## config.mk

```make
export PLATFORM = sky130hd
export DESIGN_NAME = fp16_add_seq
export DESIGN_NICKNAME = d
export VERILOG_FILES = /design/src/rtl/fp16_add_seq.sv
export SDC_FILE = /design/constraint.sdc
export NUM_CORES = 1
export LEC_CHECK = 0
export CAP_MARGIN = 20
export CORE_UTILIZATION = 62
export DETAILED_ROUTE_END_ITERATION = 12
export PLACE_DENSITY = 0.87
export SKIP_LAST_GASP = 1
export SLEW_MARGIN = 10
export SYNTH_ARGS = -nofsm -noshare
export SYNTH_HDL_FRONTEND = slang
export SYNTH_SLANG_ARGS = --single-unit
```

## constraint.sdc

```tcl
create_clock -name clk -period 10 [get_ports clk]
set_input_delay 1 -clock clk [delete_from_list [all_inputs] [get_ports clk]]
set_output_delay 1 -clock clk [all_outputs]
set_load 0.02 [all_outputs]
```

## src/rtl/fp16_add_seq.sv

```systemverilog
// fp16_add_seq: multi-cycle half-precision adder.
// The FSM unpacks, aligns one bit per cycle, adds or subtracts, normalizes one
// bit per cycle, then holds the packed result until the consumer takes it.
// Rounding is truncation only. Subnormal inputs are flushed to zero, and NaN is
// never produced.
module fp16_add_seq #(
  parameter int MAX_ALIGN = 12
) (
  input  logic        clk,
  input  logic        reset,
  input  logic        in_valid,
  output logic        in_ready,
  input  logic [15:0] a,
  input  logic [15:0] b,
  output logic        out_valid,
  input  logic        out_ready,
  output logic [15:0] result,
  output logic        busy
);

  typedef enum logic [2:0] {S_IDLE, S_ALIGN, S_ADD, S_NORM, S_OUT} state_t;

  localparam logic [4:0] MAX_AL5 = 5'(MAX_ALIGN);
  localparam logic [4:0] EXP_INF = 5'h1f;

  state_t      state_q, state_d;
  logic        sign_q, sign_d;      // result sign (sign of the larger operand)
  logic        sub_q, sub_d;        // operand signs differ
  logic [10:0] sig_a_q, sig_a_d;
  logic [10:0] sig_b_q, sig_b_d;
  logic [4:0]  exp_q, exp_d;
  logic [4:0]  diff_q, diff_d;
  logic [11:0] sum_q, sum_d;
  logic [15:0] res_q, res_d;

  // Unpack helpers. These are valid only while IDLE and are consumed on the accept edge.
  logic        a_inf, b_inf, swap;
  logic [14:0] mag_a, mag_b, mag_big, mag_small;
  logic        sgn_big;
  logic [4:0]  diff_full;

  // Unpack: flush subnormals, order the operands by magnitude, and cap the alignment
  always_comb begin
    a_inf     = (a[14:10] == EXP_INF);
    b_inf     = (b[14:10] == EXP_INF);
    mag_a     = (a[14:10] == 5'd0) ? 15'd0 : a[14:0];
    mag_b     = (b[14:10] == 5'd0) ? 15'd0 : b[14:0];
    swap      = (mag_b > mag_a);          // a tie keeps a as the larger operand
    mag_big   = swap ? mag_b : mag_a;
    mag_small = swap ? mag_a : mag_b;
    sgn_big   = swap ? b[15] : a[15];
    diff_full = mag_big[14:10] - mag_small[14:10];
  end

  // Next-state logic and datapath updates for every state
  always_comb begin
    state_d = state_q;
    sign_d  = sign_q;
    sub_d   = sub_q;
    sig_a_d = sig_a_q;
    sig_b_d = sig_b_q;
    exp_d   = exp_q;
    diff_d  = diff_q;
    sum_d   = sum_q;
    res_d   = res_q;
    unique case (state_q)
      S_IDLE: begin
        if (in_valid) begin
          if (a_inf || b_inf) begin
            // Infinity takes a's sign when a is infinite, otherwise b's sign.
            res_d   = {(a_inf ? a[15] : b[15]), EXP_INF, 10'd0};
            state_d = S_OUT;
          end else begin
            sign_d  = sgn_big;
            sub_d   = a[15] ^ b[15];
            exp_d   = mag_big[14:10];
            sig_a_d = (mag_big[14:10] == 5'd0) ? 11'd0 : {1'b1, mag_big[9:0]};
            sig_b_d = (mag_small[14:10] == 5'd0) ? 11'd0 : {1'b1, mag_small[9:0]};
            diff_d  = diff_full;
            if (diff_full >= MAX_AL5) begin
              // The smaller operand would shift out entirely.
              sig_b_d = 11'd0;
              diff_d  = 5'd0;
            end
            state_d = (diff_d != 5'd0) ? S_ALIGN : S_ADD;
          end
        end
      end
      S_ALIGN: begin
        sig_b_d = sig_b_q >> 1;
        diff_d  = diff_q - 5'd1;
        if (diff_q == 5'd1) state_d = S_ADD;
      end
      S_ADD: begin
        // sig_a >= sig_b after the swap, so the difference is never negative.
        sum_d   = sub_q ? ({1'b0, sig_a_q} - {1'b0, sig_b_q})
                        : ({1'b0, sig_a_q} + {1'b0, sig_b_q});
        state_d = S_NORM;
      end
      S_NORM: begin
        if (sum_q == 12'd0) begin
          res_d   = 16'h0000;
          state_d = S_OUT;
        end else if (sum_q[11]) begin
          sum_d = sum_q >> 1;
          exp_d = exp_q + 5'd1;
          if (exp_d == EXP_INF) begin
            res_d   = {sign_q, EXP_INF, 10'd0};
            state_d = S_OUT;
          end
        end else if (!sum_q[10]) begin
          sum_d = sum_q << 1;
          exp_d = exp_q - 5'd1;
          if (exp_d == 5'd0) begin
            res_d   = 16'h0000;
            state_d = S_OUT;
          end
        end else begin
          res_d   = {sign_q, exp_q, sum_q[9:0]};
          state_d = S_OUT;
        end
      end
      S_OUT: begin
        if (out_ready) state_d = S_IDLE;
      end
      default: state_d = S_IDLE;
    endcase
  end

  // State and datapath registers. Reset drops any operation in flight.
  always_ff @(posedge clk) begin
    if (reset) begin
      state_q <= S_IDLE;
      sign_q  <= 1'b0;
      sub_q   <= 1'b0;
      sig_a_q <= 11'd0;
      sig_b_q <= 11'd0;
      exp_q   <= 5'd0;
      diff_q  <= 5'd0;
      sum_q   <= 12'd0;
      res_q   <= 16'h0000;
    end else begin
      state_q <= state_d;
      sign_q  <= sign_d;
      sub_q   <= sub_d;
      sig_a_q <= sig_a_d;
      sig_b_q <= sig_b_d;
      exp_q   <= exp_d;
      diff_q  <= diff_d;
      sum_q   <= sum_d;
      res_q   <= res_d;
    end
  end

  // Handshake outputs are decoded directly from the registered state.
  always_comb begin
    in_ready  = (state_q == S_IDLE);
    busy      = (state_q != S_IDLE);
    out_valid = (state_q == S_OUT);
    result    = res_q;
  end

endmodule
```

==> impl_results.md <==
* Top sig layer: met4
* Layout cell share with drive strength beyond 1 at 0.0483
* Postcts setup bufs at 0
* Min-Delay Path Class: register to register
* Seq/Total Area, Yosys at 0.268
* Synthesized Nets at 723
* Ant. Diodes at 0
* Fin cells at 782
* Die Y at 90.5 um
* Post-synth EDFFs at 0
* Slew Limit Fails at 0
* FF-to-FF setup slack at 6.79 ns
* Max Freq at 164 MHz
* RSZ-0062 raised after global routing: false
* DP HPWL at 9.36 mm
* M1 WL at 5.42 mm
* # fillers at 590
* CTS Hold Bufs at 0
* Clk pwr share at 0.151
* Internal power at 0.000815 W
* Final Critical Period at 6.08 ns
* Final Hold Viols at 0
* Via count at 4,965
* Resized Gates After CTS at 0
* CP most frequent cell: ha_1
* Die area at 0.00819 mm^2
* Num CTS Buffers at 9
* Clk Latency, worst-skew pair at 0.35 ns
* Post-DRT Antenna Nets at 0
* CP startpoint kind: input pin
* Vias per std cell at 6.35
* Core area at 0.00741 mm^2
* #FFs+latches synth at 65
* Final critical-path share of the clock period at 0.608
* Final TNS setup at 0 ns
* Nets at 750
* Crit-path max FO at 30
* Worst EP required at 10.25 ns
* Synth Instances at 652
* Rel. slew slack at 0.437
* Top post-synthesis cells by area: dfxtp_1 27%, ha_1 8.8%, nor2_1 6.3%
* Cells after DPL at 765
* Synth Warn # at 0
* CTS tree: done
* Worst-margin pin slew at 0.844 ns
* Max Cap Viol at 0
* Setup-failing EPs final at 0
* GRT Overall Usage at 0.316
* Pre-CTS setup slack at 3.76 ns
* Hold_ws at 0.495 ns
* Synth top area share at 0.268
* Slowest CP cell: a21o_1
* Combinational power share at 0.568
* WL met3 at 755 um
* Cells along the critical path: clkdlybuf4s50_1 -> nor3_1 -> nand2_1 -> and2_1 -> ha_1 -> a211oi_1 -> nor2_1 -> o31ai_2 -> a21o_1 -> a31oi_1 -> ha_1 -> o21ai_0 -> o211ai_1 -> a32o_1 -> xnor2_2 -> o2111ai_1 -> a221oi_1
* DR pass1 iterations at 6
* Syn Area/Cell at 7.45 um^2
* Worst Path Arrival at 6.33 ns
* Crit-path max cell delay at 0.77 ns
* Starting DRT DRC Count at 393
* Number of global-route vias before repair at 4,648
* Main synth FF type: dfxtp_1
* Max H-tree Level at 3
* Maximum clock path buffer count at 2
* Leakage power at 2.10 nW
* Register share of total power at 0.280
* Core Util, Final at 0.754
* Peak VDD IR at 116 uV
* Worst setup margin at 3.92 ns
* Die X at 90.5 um
* Clk_skew at 0.00638 ns
* Setup CP Type: input pin to register
* Yosys top cell by area: dfxtp_1
* Port Buffer Count at 54
* DRC viols at 0
* Initial antenna violation count at 0
* GR Overflow Total at 0
* Site row count at 31
* Sw frac at 0.449
* Avg WL per Cell at 16.2 um
* Clock root buffer: clkbuf_8
* Sink Count at 65
* Layout area overhead at 14.9%
* Sw Pwr at 0.000665 W
* Critical path endpoint category: register
* Num ports at 55
* Async SR Flop Fraction at 0
* Netlist cell types at 66
* Synthesized cell area at 0.00486 mm^2
* Reg clk slew, reported paths at 0.07 ns
* First-pass GRT wire length at 21.3 mm
* Pwr dens at 265 mW/mm^2
* GP Congestion at 0.839
* Met2 wire len at 6.22 mm
* Initial Util at 0.656
* Final WL at 12.7 mm
* Status: completed
* Largest net degree at the start of global routing at 70
## area by class of cell
class                   count  area (um^2)  area share
inverters                  29          109      0.0195
multi-input cells         515         3270       0.586
clock inverters             3         40.0     0.00717
flip-flops and latches     65         1300       0.233
repair buffers             59          581       0.104
well taps                  99          124      0.0222
clock buffers              12          155      0.0278
## synthesized netlist by cell type, drive strengths merged, types with 4 or more instances
library cell and instances:
nor2 82, dfxtp 65, nand2 65, o21ai 49, a21oi 47, clkbuf 39, ha 34, a22oi 29
inv 29, nor3 25, xnor2 18, a211oi 17, and2 12, mux2i 11, a31oi 10, nand3 8
o22ai 8, and3 7, o2111ai 6, a221oi 5, nand3b 5, nor3b 5, o21a 5, or2 5
a21o 4, buf 4, nand2b 4, nand4 4, nor2b 4, nor4 4, xor2 4
## per-stage QoR
stage	cell area (um^2)	total power [W]
floorplan	4860	0.00105
global placement	5370	0.00120
detailed placement	5370	0.00123
CTS	5560	0.00147
global route	5580	0.00160
finish	5580	0.00148
## power groups by stage
stage	registers, W	clock network, W	logic, W
2_1_floorplan	0.000378	0	0.000674
3_3_place_gp	0.000413	0	0.000791
3_5_place_dp	0.000417	0	0.000816
4_1_cts	0.000412	0.000225	0.000828
5_1_grt	0.000424	0.000237	0.000941
6_report	0.000415	0.000224	0.000842
## cells by family (layout without fill, tap and decap cells)
family                     count (synthesis)  in the layout  share of synthesized area
xor gates and xnor gates                  22             22                     0.0412
adders and majority gates                 35             35                     0.0917
AOI/OAI and AO/OA                        204            204                      0.274
muxes                                     12             12                     0.0250
and+or+nand+nor                          242            242                      0.242
buffers and inverters                     72            103                     0.0582
DFF                                       65             65                      0.268
## sequential cells by signal, summed over array words and instances (netlist names), 3 cells and up
name,count
diff_q,5
exp_q,5
result,16
sig_a_q,11
sig_b_q,11
state_q,3
sum_q,12
## placed cells by master (no fill, tap or decap), drive strengths merged, types with 8 or more instances in the layout
cell type / n
clkbuf: 12
xnor2: 18
o21ai: 49
a211oi: 17
nand2: 65
mux2i: 11
clkdlybuf4s50: 53
o22ai: 8
ha: 34
a22oi: 29
and2: 12
nor2: 82
a31oi: 10
nor3: 25
dfxtp: 65
nand3: 8
inv: 29
a21oi: 47
## final timing paths
path                                 start    endpoint  cells after the start
worst max-delay path                 b[10]  sig_b_q[8]                     17
worst min register to register  result[11]  result[11]                      2
worst max register to register  sig_b_q[1]   sum_q[11]                     13
worst min-delay path            result[11]  result[11]                      2
## worst max-delay path, delay by kind of cell
family | cells | cell delay, ns
simple gates | 4 | 0.93
fa+ha+maj | 2 | 0.58
compound gates | 9 | 2.89
xor+xnor | 1 | 0.39
buf+inv | 1 | 0.54
## metal layers
| metal | up-vias | GRT usage |
|---|---|---|
| li1 | 2420 | - |
| met4 | 0 | 0.114 |
| met2 | 230 | 0.557 |
| met3 | 33 | 0.0547 |
| met1 | 2282 | 0.384 |
| met5 | - | 0 |
No activity file was read; power rests on OpenSTA's default activity.
